`config.mk`:
```
export PLATFORM = sky130hd
export DESIGN_NAME = wb_arbiter_rr
export DESIGN_NICKNAME = d
export VERILOG_FILES = /design/src/rtl/wb_arbiter_rr.sv
export SDC_FILE = /design/constraint.sdc
export NUM_CORES = 1
export LEC_CHECK = 0
export ABC_CLOCK_PERIOD_IN_PS = 1480
export CAP_MARGIN = 20
export CORE_AREA = 2 2 115 117
export CTS_BUF_LIST = sky130_fd_sc_hd__clkbuf_16
export DETAILED_ROUTE_END_ITERATION = 10
export DIE_AREA = 0 0 117 119
export PLACE_DENSITY_LB_ADDON = 0.12
export SYNTH_ARGS = -nofsm -noshare
export SYNTH_HDL_FRONTEND = slang
export SYNTH_SLANG_ARGS = --single-unit
```
`constraint.sdc`:
```
create_clock -name sys_clk -period 1.48 [get_ports sys_clk]
set_clock_uncertainty 0.05 [all_clocks]
set_input_delay 0.37 -clock sys_clk [delete_from_list [all_inputs] [get_ports sys_clk]]
set_output_delay 0.37 -clock sys_clk [all_outputs]
set_load 0.05 [all_outputs]
```
`src/rtl/wb_arbiter_rr.sv`:
```
// N-master to 1-slave Wishbone round-robin arbiter with registered grant.
// Define WB_ARB_TIMEOUT_EN to terminate hung slave accesses with ERR after TIMEOUT cycles.
module wb_arbiter_rr #(
   parameter int unsigned NM      = 2,
   parameter int unsigned AW      = 30,
   parameter int unsigned DW      = 32,
   parameter int unsigned SW      = DW / 8,
   parameter int unsigned GW      = (NM > 1) ? $clog2(NM) : 1,
   parameter int unsigned TIMEOUT = 1024
) (
   input  logic             sys_clk,
   input  logic             sys_rst,
   input  logic [NM*AW-1:0] m_adr_i,
   input  logic [NM*DW-1:0] m_dat_i,
   input  logic [NM*SW-1:0] m_sel_i,
   input  logic [NM-1:0]    m_cyc_i,
   input  logic [NM-1:0]    m_stb_i,
   input  logic [NM-1:0]    m_we_i,
   input  logic [NM*3-1:0]  m_cti_i,
   input  logic [NM*2-1:0]  m_bte_i,
   output logic [DW-1:0]    m_dat_o,
   output logic [NM-1:0]    m_ack_o,
   output logic [NM-1:0]    m_err_o,
   output logic [AW-1:0]    s_adr_o,
   output logic [DW-1:0]    s_dat_o,
   output logic [SW-1:0]    s_sel_o,
   output logic             s_cyc_o,
   output logic             s_stb_o,
   output logic             s_we_o,
   output logic [2:0]       s_cti_o,
   output logic [1:0]       s_bte_o,
   input  logic [DW-1:0]    s_dat_i,
   input  logic             s_ack_i,
   input  logic             s_err_i,
   output logic [GW-1:0]    grant_o,
   output logic             timeout_o
);

   localparam logic [15:0] ToLast = 16'(TIMEOUT - 1);

   logic [GW-1:0] grant_q, grant_d;
   logic [NM-1:0] gnt_oh;
   logic          cyc_sel;
   logic          stb_sel;
   logic          to_fire;

   // Slave port mirrors the current owner; there is no idle/no-owner state.
   always_comb begin
      int unsigned g;
      g       = 32'(grant_q);
      s_adr_o = m_adr_i[g*AW +: AW];
      s_dat_o = m_dat_i[g*DW +: DW];
      s_sel_o = m_sel_i[g*SW +: SW];
      s_cti_o = m_cti_i[g*3 +: 3];
      s_bte_o = m_bte_i[g*2 +: 2];
      s_we_o  = m_we_i[grant_q];
      cyc_sel = m_cyc_i[grant_q];
      stb_sel = m_stb_i[grant_q];
      s_cyc_o = cyc_sel;
      s_stb_o = stb_sel;
      m_dat_o = s_dat_i;
      grant_o = grant_q;
   end

   always_comb begin
      gnt_oh  = {{(NM-1){1'b0}}, 1'b1} << grant_q;
      m_ack_o = {NM{s_ack_i}} & gnt_oh;
      m_err_o = {NM{s_err_i | to_fire}} & gnt_oh;
   end

   // Scan starts one past the owner, so the releasing master is considered last.
   always_comb begin
      int unsigned sum;
      logic        found;
      grant_d = grant_q;
      found   = 1'b0;
      sum     = 0;
      if (!cyc_sel) begin
         for (int unsigned i = 1; i <= NM; i++) begin
            sum = 32'(grant_q) + i;
            if (sum >= NM) begin
               sum = sum - NM;
            end
            if (!found && m_cyc_i[sum[GW-1:0]]) begin
               grant_d = sum[GW-1:0];
               found   = 1'b1;
            end
         end
      end
   end

   always_ff @(posedge sys_clk) begin
      if (sys_rst) begin
         grant_q <= '0;
      end else begin
         grant_q <= grant_d;
      end
   end

`ifdef WB_ARB_TIMEOUT_EN
   logic [15:0] to_cnt_q, to_cnt_d;
   logic        to_flag_q, to_flag_d;

   // A genuine ACK/ERR in the final cycle wins over the forced error.
   always_comb begin
      to_fire = cyc_sel & stb_sel & ~s_ack_i & ~s_err_i & (to_cnt_q == ToLast);
      if (!cyc_sel || s_ack_i || s_err_i || (grant_d != grant_q) || to_fire) begin
         to_cnt_d = '0;
      end else if (stb_sel) begin
         to_cnt_d = to_cnt_q + 16'd1;
      end else begin
         to_cnt_d = to_cnt_q;
      end
      to_flag_d = to_flag_q | to_fire;
      timeout_o = to_flag_q;
   end

   always_ff @(posedge sys_clk) begin
      if (sys_rst) begin
         to_cnt_q  <= '0;
         to_flag_q <= 1'b0;
      end else begin
         to_cnt_q  <= to_cnt_d;
         to_flag_q <= to_flag_d;
      end
   end
`else
   logic unused_to_last;

   always_comb begin
      to_fire        = 1'b0;
      timeout_o      = 1'b0;
      unused_to_last = ^ToLast;
   end
`endif

endmodule

```
# Word level (Yosys, flattened, before mapping)
# Cells that the tools add are included.
dict set report word_totals {
  ff_bits 1
  in_bits 184
  wordCells 43
  out_inout_bits 112
}
dict set report op_classes {
  magnitude_cmp 5
  reduce_logical 4
  multipliers 2
  n_addsub 4
  bitwise 3
  n_mux 18
  shifts 6
}
# operator count
set ops {}
lappend ops {{$shiftx A64 B7 Y32} 1}
lappend ops {{$shiftx A60 B7 Y30} 1}
lappend ops {{$mux W1} 18}
lappend ops {{$shiftx A8 B4 Y4} 1}
lappend ops {{$lt A1 B2 Y1 const B} 3}
lappend ops {{$shiftx A6 B4 Y3} 1}
lappend ops {{$mul A1 B4 Y5 const B} 1}
lappend ops {{$and A2 B2 Y2} 2}
lappend ops {{$shiftx A4 B3 Y2} 1}
lappend ops {{$add A1 B2 Y3 const B} 1}
lappend ops {{$ge A3 B2 Y1 const B} 1}
lappend ops {{$mul A1 B2 Y3 const B} 1}
lappend ops {{$add A1 B1 Y2 const B} 1}
lappend ops {{$ge A2 B2 Y1 const B} 1}
lappend ops {{$reduce_and A2 Y1} 1}
lappend ops {{$reduce_bool A2 Y1} 1}
lappend ops {{$shl A1 B1 Y2 const A} 1}
lappend ops {{$sub A1 B1 Y1 const B} 2}
lappend ops {{$logic_and A1 B1 Y1} 1}
lappend ops {{$logic_not A1 Y1} 1}
lappend ops {{$not A1 Y1} 1}

# Logic depth before layout (Yosys ltp)
dict set report logic_depth {
  depth_word 12
  depth_mapped 4
  ltp_nobuf 2
}

# Least setup slack after synthesis
# OpenSTA, ideal clock, no wires.
dict set report synth_path {
  path_type {register to output}
  startpoint {register grant_q (netlist: grant_o)}
  endpoint {output port m_ack_o[0]}
  required_time_ns 1.060
  arrival_time_ns 1.641
  path_stages_with_launch 5
  setup_slack_ns -0.581
  n_path_buf 3
  cell_sequence {dfxtp_1 buf_6 buf_6 buf_6 nor2b_1}
}
dict set report synth_via {
  elab_chain_cells 2
}
# element line
set synth_lines {}
lappend synth_lines {{from (decl)} 41} ;# logic [GW-1:0] grant_q, grant_d;
lappend synth_lines {{from (signal assigned)} 96} ;# grant_q <= grant_d;
lappend synth_lines {{$shl A1 B1 Y2} 66} ;# gnt_oh = {{(NM-1){1'b0}}, 1'b1} << grant_q;
lappend synth_lines {{$and A2 B2 Y2} 67} ;# m_ack_o = {NM{s_ack_i}} & gnt_oh;
lappend synth_lines {{to (decl)} 22} ;# output logic [NM-1:0] m_ack_o,
# Every way passes these cells.

# Worst setup path in the final report
dict set report layout_path {
  startpoint {register grant_q (netlist: grant_o)}
  endpoint {output port s_adr_o[29]}
}
dict set report layout_via {
  elab_chain_cells 2
}
# element line
set layout_lines {}
lappend layout_lines {{$mul A1 B4 Y5} 51} ;# s_adr_o = m_adr_i[g*AW +: AW];
lappend layout_lines {{$shiftx A60 B7 Y30} 51}
lappend layout_lines {{to (decl)} 24} ;# output logic [AW-1:0] s_adr_o,
# Every way passes these cells.

==> qor.txt <==
Max Slew Vio Count -> 0
Nets -> 517
Number of placement rows -> 42
Failing checks -> negative setup slack
Largest net degree at the start of global routing -> 22
Cell area after synthesis -> 1241 um^2
Fin Setup TNS -> -4.256 ns
Post-Syn Instances -> 126
FMAX -> 0.6416 GHz
Final hold viol count -> 0
Layout cells sized above 1 -> 0.5287
CP Data Arrival Time -> 1.14 ns
Dpl hpwl -> 6106 um
Syn. warnings -> 0
Startpoint type of the worst setup path -> flop
Static leakage -> 2.240 nW
Worst hold margin -> 0.6900 ns
Synth top area cells -> mux2_2 (62%), buf_4 (20%), mux2_4 (7.3%)
Pwr dens -> 508.7 nW/um^2
Max FO, Critical Path -> 17
HP Class -> in -> out
Detailed Routing Iterations Pass 1 -> 2
GRT Util Overall -> 0.08366
Vias in the first global route -> 1692
Worst-Skew Late Latency -> 0 ns
Reg clk slew, reported paths -> 0 ns
Worst setup margin -> -0.07855 ns
Mapped Nets -> 310
Hold path cells -> 0
Area grow syn2layout -> 269.8%
Chip width -> 117 um
Largest register FFs -> 1
Total congestion overflow -> 0
WL/cell -> 14.03 um
Final ANT Viol Nets -> 0
Routed WL -> 7126 um
Post-place instance area -> 4571 um^2
Flops & latches, synth -> 1
Maximum VDD drop -> 117.9 uV
Post-route cell area -> 4589 um^2
Critical path class -> reg -> out
Final worst path period need -> 1.559 ns
Required time of the critical path -> 1.06 ns
First-pass GRT wire length -> 9280 um
Via count -> 1744
Status -> complete, but fails checks
Worst setup EP type -> output port
Distinct cell type count after synthesis -> 11
DRC viols -> 0
Die Ht -> 119 um
I/O Pins -> 296
Power Total -> 2.335 mW
Unrepaired setup endpoints after global routing -> true
CORE AREA -> 12870 um^2
Die ar. -> 13920 um^2
Max-cap violation count -> 0
Cells after DPL -> 497
Synth top area share -> 0.6169
Drt via density -> 3.433
Yosys top cell by area -> mux2_2
Port-buffer cells -> 230
Sequential fraction of the synthesis area -> 0.01613
Final Non-Filler Cells -> 508
Setup violators final -> 75
1st-iter DRT viols -> 27
Placer Congestion -> 0.6729
Initial antenna violation count -> 1
Starting Density -> 0.09640
Period utilisation layout -> 1.053
Mean area per synthesized cell -> 9.851 um^2
R2R cell count -> 4
==> cells in the final DEF (no fill, tap or decap), types with 2 or more instances in the layout <==
master | netlist | layout
nor2b_4 | 0 | 2
buf_4 | 33 | 5
buf_8 | 0 | 4
dlygate4sd2_1 | 0 | 150
mux2_4 | 6 | 74
buf_6 | 3 | 2
buf_12 | 0 | 82
and2_2 | 0 | 2
clkbuf_16 | 0 | 3
nand2b_1 | 2 | 2
==> power by group <==
part / switching, mW / internal [mW] / total (mW)
registers: 0.00262 / 0.0291 / 0.0318
logic: 1.05 / 1.25 / 2.30
clock network: 0 / 0.0000000903 / 0.0000000903
==> layout make-up <==
class / instances / area (um^2)
fillers: 1344 / 8285
repair buffers: 247 / 3161
multi-input cells: 83 / 1182
well taps: 176 / 220.2
flip-flops and latches: 1 / 23.77
diodes: 1 / 2.502
==> timing repair <==
action	in CTS	in global routing
gates cloned	0	5
buffers inserted	0	5
hold buffers	0	0
gates resized for setup	161	4
setup endpoints to repair	78	74
==> through the flow <==
step           utilization  setup WS [ns]
3_3_place_gp        0.3550        -0.1676
4_1_cts             0.3436       -0.09082
3_5_place_dp        0.3550        -0.1736
2_1_floorplan            -        -0.1658
5_1_grt             0.3565        -0.1050
6_report            0.3565       -0.07855
==> synth_stat cells <==
master    count
mux2_2       68
buf_4        33
buf_2         6
mux2_4        6
buf_6         3
nor2b_1       3
and2_1        2
nand2b_1      2
conb_1        1
dfxtp_1       1
o22ai_1       1
==> worst max-delay path, stage by stage, from the launching register on <==
cell and delay, ns:
dfxtp_4 0.34, buf_12 0.13, buf_12 0.17, mux2_4 0.33, buf_12 0.15
==> metal layers <==
metal	track usage	vias to the layer above	wire, um
met5	0	-	0
met4	0.005882	0	34
met3	0.02545	8	857
met2	0.1684	124	3948
met1	0.08586	787	2287
li1	-	825	-
==> final timing paths <==
kind / from / endpoint / slack [ns]
setup / recovery: grant_o / s_adr_o[29] / -0.08
hold / removal: s_dat_i[12] / m_dat_o[12] / 0.69
setup reg to reg: grant_o / grant_o / 0.53
hold reg to reg: grant_o / grant_o / 0.77
==> logic make-up after synthesis <==
family / synth area share
buffers and inverters: 0.2510
multiplexers: 0.6895
flip-flops: 0.01613
other: 0.003021
AND/OR/NAND/NOR: 0.03528
AO/OA/AOI/OAI: 0.005044
Power figures use the tool's default switching activity.
